### config.mk
export PLATFORM = sky130hd
export DESIGN_NAME = io_bridge
export DESIGN_NICKNAME = d
export VERILOG_FILES = /design/src/rtl/io_bridge_pkg.sv /design/src/rtl/io_bridge_decode.sv /design/src/rtl/io_bridge.sv
export SDC_FILE = /design/constraint.sdc
export NUM_CORES = 1
export LEC_CHECK = 0
export ABC_AREA = 0
export CAP_MARGIN = 25
export CORE_AREA = 3 3 74 103
export CTS_CLUSTER_SIZE = 20
export DETAILED_ROUTE_END_ITERATION = 6
export DIE_AREA = 0 0 77 106
export PLACE_DENSITY = 0.76
export SLEW_MARGIN = 20
export SYNTH_ARGS = -nofsm -noshare
export SYNTH_HDL_FRONTEND = slang
export SYNTH_SLANG_ARGS = --single-unit
export TNS_END_PERCENT = 50
### constraint.sdc
create_clock -name clk -period 1.87 [get_ports clk]
set_input_delay 0.374 -clock clk [delete_from_list [all_inputs] [get_ports clk]]
set_output_delay 0.374 -clock clk [all_outputs]
set_load 0.01 [all_outputs]
### src/rtl/io_bridge_pkg.sv
// io_bridge_pkg: shared FSM state encoding and parameter defaults for the io_bridge block.
package io_bridge_pkg;

    typedef enum logic [2:0] {
        IDLE,
        RAM_ACC,
        RAM_RD,
        IO_STB,
        IO_WAIT,
        DONE
    } state_e;

    localparam logic [7:0]  DEFAULT_IO_PAGE = 8'hFF;
    localparam int unsigned DEFAULT_TMO     = 15;

endpackage

### src/rtl/io_bridge_decode.sv
// io_bridge_decode: combinational address decode into RAM window, IO channel, or unmapped channel.
module io_bridge_decode
    import io_bridge_pkg::*;
#(
    parameter int         AW      = 16,
    parameter int         NCH     = 4,
    parameter logic [7:0] IO_PAGE = DEFAULT_IO_PAGE
) (
    input  logic [AW-1:0] addr_i,
    output logic          is_io_o,
    output logic [3:0]    channel_o,
    output logic          unmapped_o
);

    // Only the page byte and the channel nibble matter here; the rest feeds the targets directly.
    logic unusedAddr;
    assign unusedAddr = ^addr_i;

    always_comb begin
        is_io_o    = (addr_i[AW-1:AW-8] == IO_PAGE);
        channel_o  = addr_i[7:4];
        unmapped_o = is_io_o && ({1'b0, channel_o} >= 5'(NCH));
    end

endmodule

### src/rtl/io_bridge.sv
// io_bridge: routes CPU requests to a synchronous RAM or to one of NCH byte-wide IO channels.
// Define IO_BRIDGE_TIMEOUT_EN to abort IO accesses that see no ack within TMO wait cycles.
module io_bridge
    import io_bridge_pkg::*;
#(
    parameter int         DW      = 16,
    parameter int         AW      = 16,
    parameter int         NCH     = 4,
    parameter int         TMO     = DEFAULT_TMO,
    parameter logic [7:0] IO_PAGE = DEFAULT_IO_PAGE
) (
    input  logic               clk,
    input  logic               reset,
    input  logic [AW-1:0]      cpu_addr,
    input  logic [DW-1:0]      cpu_wdata,
    input  logic [DW/8-1:0]    cpu_be,
    input  logic               cpu_we,
    input  logic               cpu_re,
    output logic [DW-1:0]      cpu_rdata,
    output logic               cpu_ready,
    output logic               cpu_err,
    output logic [AW-1:0]      ram_addr,
    output logic [DW-1:0]      ram_wdata,
    output logic [DW/8-1:0]    ram_be,
    output logic               ram_we,
    input  logic [DW-1:0]      ram_rdata,
    output logic [2:0]         io_addr,
    output logic [7:0]         io_wdata,
    output logic [NCH-1:0]     io_we,
    output logic [NCH-1:0]     io_re,
    input  logic [8*NCH-1:0]   io_rdata,
    input  logic [NCH-1:0]     io_ack
);

    state_e          state_q, state_d;
    logic            isWrite_q, isWrite_d;
    logic [3:0]      chan_q, chan_d;
    logic            err_q, err_d;
    logic [DW-1:0]   rdata_q, rdata_d;

    logic            isIo;
    logic [3:0]      chanDec;
    logic            unmapped;
    logic            ackSel;
    logic [7:0]      ioByte;

`ifdef IO_BRIDGE_TIMEOUT_EN
    logic [7:0]      tmoCnt_q, tmoCnt_d;
`endif

    io_bridge_decode #(
        .AW      (AW),
        .NCH     (NCH),
        .IO_PAGE (IO_PAGE)
    ) u_decode (
        .addr_i     (cpu_addr),
        .is_io_o    (isIo),
        .channel_o  (chanDec),
        .unmapped_o (unmapped)
    );

    // Acks and read bytes from channels other than the latched one never reach the FSM.
    always_comb begin
        ackSel = 1'b0;
        ioByte = '0;
        for (int i = 0; i < NCH; i++) begin
            if (chan_q == 4'(i)) begin
                ackSel = io_ack[i];
                ioByte = io_rdata[8*i +: 8];
            end
        end
    end

    always_comb begin
        state_d   = state_q;
        isWrite_d = isWrite_q;
        chan_d    = chan_q;
        err_d     = err_q;
        rdata_d   = rdata_q;
`ifdef IO_BRIDGE_TIMEOUT_EN
        tmoCnt_d  = tmoCnt_q;
`endif

        case (state_q)
            IDLE: begin
                if (cpu_we || cpu_re) begin
                    isWrite_d = cpu_we;
                    chan_d    = chanDec;
                    err_d     = 1'b0;
                    if (!isIo) begin
                        state_d = RAM_ACC;
                    end else if (unmapped) begin
                        state_d = DONE;
                        err_d   = 1'b1;
                        if (!cpu_we) begin
                            rdata_d = '1;
                        end
                    end else begin
                        state_d = IO_STB;
`ifdef IO_BRIDGE_TIMEOUT_EN
                        tmoCnt_d = '0;
`endif
                    end
                end
            end

            RAM_ACC: begin
                state_d = isWrite_q ? DONE : RAM_RD;
            end

            RAM_RD: begin
                rdata_d = ram_rdata;
                state_d = DONE;
            end

            IO_STB, IO_WAIT: begin
                if (ackSel) begin
                    state_d = DONE;
                    if (!isWrite_q) begin
                        rdata_d      = '0;
                        rdata_d[7:0] = ioByte;
                    end
                end else begin
                    state_d = IO_WAIT;
`ifdef IO_BRIDGE_TIMEOUT_EN
                    // An ack in the final wait cycle is taken above, so it beats the timeout.
                    if (state_q == IO_WAIT) begin
                        tmoCnt_d = tmoCnt_q + 8'd1;
                        if (tmoCnt_d == 8'(TMO)) begin
                            state_d = DONE;
                            err_d   = 1'b1;
                            if (!isWrite_q) begin
                                rdata_d = '1;
                            end
                        end
                    end
`endif
                end
            end

            DONE: begin
                state_d = IDLE;
            end

            default: begin
                state_d = IDLE;
            end
        endcase
    end

    always_ff @(posedge clk or posedge reset) begin
        if (reset) begin
            state_q   <= IDLE;
            isWrite_q <= 1'b0;
            chan_q    <= '0;
            err_q     <= 1'b0;
            rdata_q   <= '0;
`ifdef IO_BRIDGE_TIMEOUT_EN
            tmoCnt_q  <= '0;
`endif
        end else begin
            state_q   <= state_d;
            isWrite_q <= isWrite_d;
            chan_q    <= chan_d;
            err_q     <= err_d;
            rdata_q   <= rdata_d;
`ifdef IO_BRIDGE_TIMEOUT_EN
            tmoCnt_q  <= tmoCnt_d;
`endif
        end
    end

    // The CPU holds its request stable until ready, so address and data pass straight through.
    always_comb begin
        cpu_rdata = rdata_q;
        cpu_ready = (state_q == DONE);
        cpu_err   = (state_q == DONE) && err_q;
        ram_addr  = cpu_addr;
        ram_wdata = cpu_wdata;
        ram_be    = cpu_be;
        ram_we    = (state_q == RAM_ACC) && isWrite_q;
        io_addr   = cpu_addr[2:0];
        io_wdata  = cpu_wdata[7:0];
        io_we     = '0;
        io_re     = '0;
        for (int i = 0; i < NCH; i++) begin
            io_we[i] = (state_q == IO_STB) && isWrite_q  && (chan_q == 4'(i));
            io_re[i] = (state_q == IO_STB) && !isWrite_q && (chan_q == 4'(i));
        end
    end

endmodule
Word-level counts from Yosys, hierarchy flattened --
Cells that the tools add are included.
Storage, ports and cells: latch bits 0, bits in writable memories 0, bits of input ports 90, word-level logic and storage cells 65, memories kept 0, output and inout bits 72, memory bits (read-only) 0, register bits after elaboration 25
Cells by class: equality and inequality tests 15, reduce and logical (&&, ||, !) cells 21, multiplexer cells 23, order comparisons 1, bitwise operators 0, multipliers 0, shift operators 0, add/subtract/negate cells 0, divide/modulo/power cells 0
Operator list (count):
- 16-bit two-way mux | 6
- 16-bit case mux with 3 select lines | 1
- 8-bit two-way mux | 4
- 1-bit logical AND | 13
- 3-bit two-way mux | 4
- 3-bit case mux with 4 select lines | 1
- 2-bit inequality test, second input constant | 5
- 4-bit by 2-bit equality test with 1-bit output, second input constant | 2
- 8-bit equality test, second input constant | 1
- 1-bit two-way mux | 7
- 7-bit AND reduction | 1
- 3-bit by 2-bit equality test with 1-bit output, second input constant | 2
- 3-bit equality test, second input constant | 2
- 4-bit by 1-bit equality test with 1-bit output, second input constant | 1
- 4-bit by 3-bit greater-or-equal comparator with 1-bit output, second input constant | 1
- 4-bit zero test | 1
- 3-bit by 1-bit equality test with 1-bit output, second input constant | 1
- 3-bit zero test | 1
- 3-bit nonzero test | 1
- 2-bit by 1-bit inequality test with 1-bit output, second input constant | 1
- 2-bit AND reduction | 1
- 2-bit OR reduction | 1
- 1-bit zero test | 1
- 1-bit logical OR | 1

Logic depth before layout (Yosys ltp) --
word-level depth 8, mapped depth 7, gate-level depth less buffers 5

By module --
From an unflattened synthesis, not the netlist that was laid out.
Unflattened totals: cells, all modules 226, area total of the unflattened synthesis 2074.5 um^2
By module, submodules not included:
- io_bridge | area each 2014.4 um^2, instances 1, sequential area each 625.6 um^2, cells an instance 217
- io_bridge_decode | area each 60.1 um^2, instances 1, sequential area each 0.0 um^2, cells an instance 9

Worst setup path after synthesis --
No wires, ideal clock.
path kind reg2reg, from reg state_q[0], to reg rdata_q[1] (netlist: cpu_rdata[1]), cell stages (with the launch flop) 6, buffers on the path 1, period minus slack after synthesis 1.748 ns, slack 0.122 ns, arrival time 1.623 ns, data required time 1.745 ns, setup time 0.125 ns, path through dfrtp_1 -> buf_4 -> nor3b_4 -> nor2_2 -> a21boi_4 -> mux2_4
Between the ends: word-level cells in the longest chain between the ends 4, elaborated cells on any way between the ends 14, classes of those cells 9 x eq/ne; 1 x mux; 4 x reduce/logical
Ends and longest elaborated chain:
- from (decl) | RTL line io_bridge.sv:35 | state_e state_q, state_d;
- from (signal assigned) | RTL line io_bridge.sv:162 | state_q <= state_d;
- 3-bit by 2-bit equality test with 1-bit output or 3-bit equality test (tied branches) | RTL line io_bridge.sv:84 | case (state_q)
- 2-bit OR reduction | RTL line io_bridge.sv:84
- 2-bit inequality test (no source line) or 3-bit nonzero test (tied branches)
- 7-bit AND reduction (no source line)
- to (signal assigned) | RTL line io_bridge.sv:166 | rdata_q <= rdata_d;
- to (decl) | RTL line io_bridge.sv:39 | logic [DW-1:0] rdata_q, rdata_d;
Parallel ways exist; a longest one is shown, timed or not. A chain may end at the register's enable or synchronous reset.

Worst setup path in the final report --
from reg state_q[1], to reg rdata_q[5] (netlist: cpu_rdata[5])
The elaborated chain is that of the path after synthesis.

==> key figures <==
Synth
  – Mapped Cells: 214
  – Post-synthesis sequential area ratio: 0.311
  – Mapped cell area: 2010 µm²
  – Ys Warns: 0
  – Asr flop ratio synth: 1.00
  – Distinct cells, synth: 43
  – Mean Syn Cell Area: 9.39 µm²
  – Syn nets: 304
  – Synth Register Bits: 25
  – Primary FF master, synth: dfrtp_1
  – EDFF count, synth: 0

Die
  – I/O pin count: 162
  – Rows: 35
  – Die area: 8160 µm²
  – Initial core utilization: 0.300
  – Core area: 6700 µm²
  – Die X-Extent: 77 µm
  – Die height: 106 µm

Final layout
  – P&R area growth vs syn: 61.9%
  – Fin cells: 409
  – Final nets: 408
  – Ant. Diodes: 0
  – Finished Core Util: 0.486
  – Final non-filler cell area: 3250 µm²
  – Most frequent cells in the layout: clkdlybuf4s50_1 (89), buf_4 (44), dfrtp_1 (24)
  – Layout cells sized above 1: 0.300
  – Most common cell after layout, fill and taps aside: clkdlybuf4s50_1

Global routing
  – Overflow after GRT: 0
  – First-pass GRT wire length: 10,800 µm
  – Initial antenna violation count: 0
  – Total Routing Usage GR: 0.165
  – Largest net degree at the start of global routing: 18
  – Vias in the first global route: 2,154

Setup path
  – Crit end category: register
  – Crit path arrival time: 2080 ps
  – Crit path required time: 2040 ps
  – Critical path launch point type: register
  – Critical path fanouts, max: 8
  – Critical path class: register to register

Detailed routing
  – Initial DRC count: 76
  – Via/cell ratio: 4.80
  – ANT nets after route: 0
  – DRC errors left: 0
  – Avg WL per Cell: 16.4 µm
  – DR vias: 1,964
  – Drt first pass iters: 4
  – Post-Route WL: 6700 µm

STA
  – # setup viols final: 8
  – Final period util: 1.02
  – Worst Skew: 8.73 ps
  – Slew HR: 0.717
  – Worst Tran Pin Value: 424 ps
  – Worst setup margin: -41.2 ps
  – Final Max Slew Viols: 0
  – Final Hold Fails: 0
  – Fmax: 523 MHz
  – Min cycle time layout: 1910 ps
  – RSZ-0062 raised after global routing: true
  – Hold_ws: 347 ps

Clock network
  – CTS tree: built
  – Maximum clock path buffer count: 2
  – Clock Tree Root: clkbuf_8
  – Hold_buf cts: 0
  – Num Clock Sinks: 25
  – CTS buffer count: 3
  – Clk Latency, worst-skew pair: 270 ps
  – CTS clk-pin slew, worst paths: 100 ps
  – Htree depth: 1

Placed design
  – DP HPWL: 5390 µm
  – Placed Instances: 396
  – Post-placement cell area: 3100 µm²
  – GPL Wtd Cong: 0.776
  – Port Buffer Count: 106
  – Post-placement worst setup slack: -353 ps

Run status
  – Failing checks: negative setup slack
  – Status: finished with violations

Hold path
  – Hold Path Class: input pin to asynchronous set/reset pin

Power
  – Peak supply drop: 0.000594 V
  – Leakage: 1.37 nW
  – Pwr dens: 1350 nW/µm²

Job
  – Max Cap Viol: 0
## synthesized netlist by cell type, types with 2 or more instances
cell type,number,share of area
a21oi_1,11,0.027
a2bb2oi_1,8,0.035
buf_2,4,0.010
buf_4,46,0.17
clkbuf_1,2,0.0037
dfrtp_1,25,0.31
inv_1,2,0.0037
mux2_2,5,0.028
mux2_4,8,0.060
mux2i_1,7,0.035
nand2_1,19,0.035
nand2b_1,2,0.0062
nand3_1,2,0.0050
nand4_1,2,0.0062
nor2_1,13,0.024
nor3_1,4,0.010
nor3b_4,2,0.019
nor4_1,2,0.0062
o21a_1,2,0.0075
o21ai_0,12,0.030
o21ai_1,2,0.0050
o21ai_2,2,0.0087
o221ai_1,4,0.017
o22ai_1,8,0.025
or2_2,2,0.0062
## cell families after synthesis
group	after synthesis	share of synthesized area
mux	21	0.134
flops	25	0.311
buf+inv	56	0.197
compound gates	54	0.197
simple gates	58	0.161
## power by group
part           internal, mW  leakage, nW  switching, mW
logic                  1.76         1.06           1.32
clock network         0.151       0.0217          0.181
registers             0.792        0.290          0.195
## path summary, 6_finish.rpt
| kind | start | end | slack (ps) | cells after the start |
|---|---|---|---|---|
| min in group clk | err_q | err_q | 510 | 2 |
| max | state_q[1] | cpu_rdata[5] | -40 | 7 |
| min | reset | cpu_rdata[15] | 350 | 2 |
| min reg2reg | err_q | err_q | 510 | 2 |
| max reg2reg | state_q[1] | cpu_rdata[5] | -40 | 7 |
| max in group asynchronous | reset | chan_q[1] | 950 | 3 |
## registers in the layout, summed over array words and instances, names as in the netlist
signal / cells
cpu_rdata: 16
state_q: 3
err_q: 1
isWrite_q: 1
chan_q: 4
## metrics by stage
step	TNS (ps)	total power, mW
final	-305	4.40
after global routing	-1200	4.73
after CTS	-190	4.40
after detailed placement	-4410	3.83
after global placement	-3940	3.77
after floorplan	0	2.63
## layer usage
metal,vias to the layer above,wire [µm],GRT usage
met5,-,0,0
met4,0,266,0.0763
met3,28,545,0.0415
met2,76,3590,0.319
met1,929,2300,0.162
li1,931,-,-
## timing repair
item,4_1_cts,5_1_grt
setup endpoints to repair,20,24
setup buffers,8,1
pin swaps,7,6
resized for setup,43,14
## worst max-delay path, cell delays in order, from the launching register on
cell	delay (ps)
dfrtp_1	450
buf_4	180
or3b_4	400
o21ai_4	90
o21ai_2	100
a21boi_4	150
buf_12	150
mux2_4	290
## cell type report
cell class / count / area [µm²]
Fill cell: 640 / 3450
Timing Repair Buffer: 153 / 1410
Multi-Input combinational cell: 133 / 1050
Clock inverter: 1 / 7.51
Sequential cell: 25 / 627
Inverter: 2 / 7.51
Tap cell: 92 / 115
Clock buffer: 3 / 41.3
(Power assumes the default switching activity.)
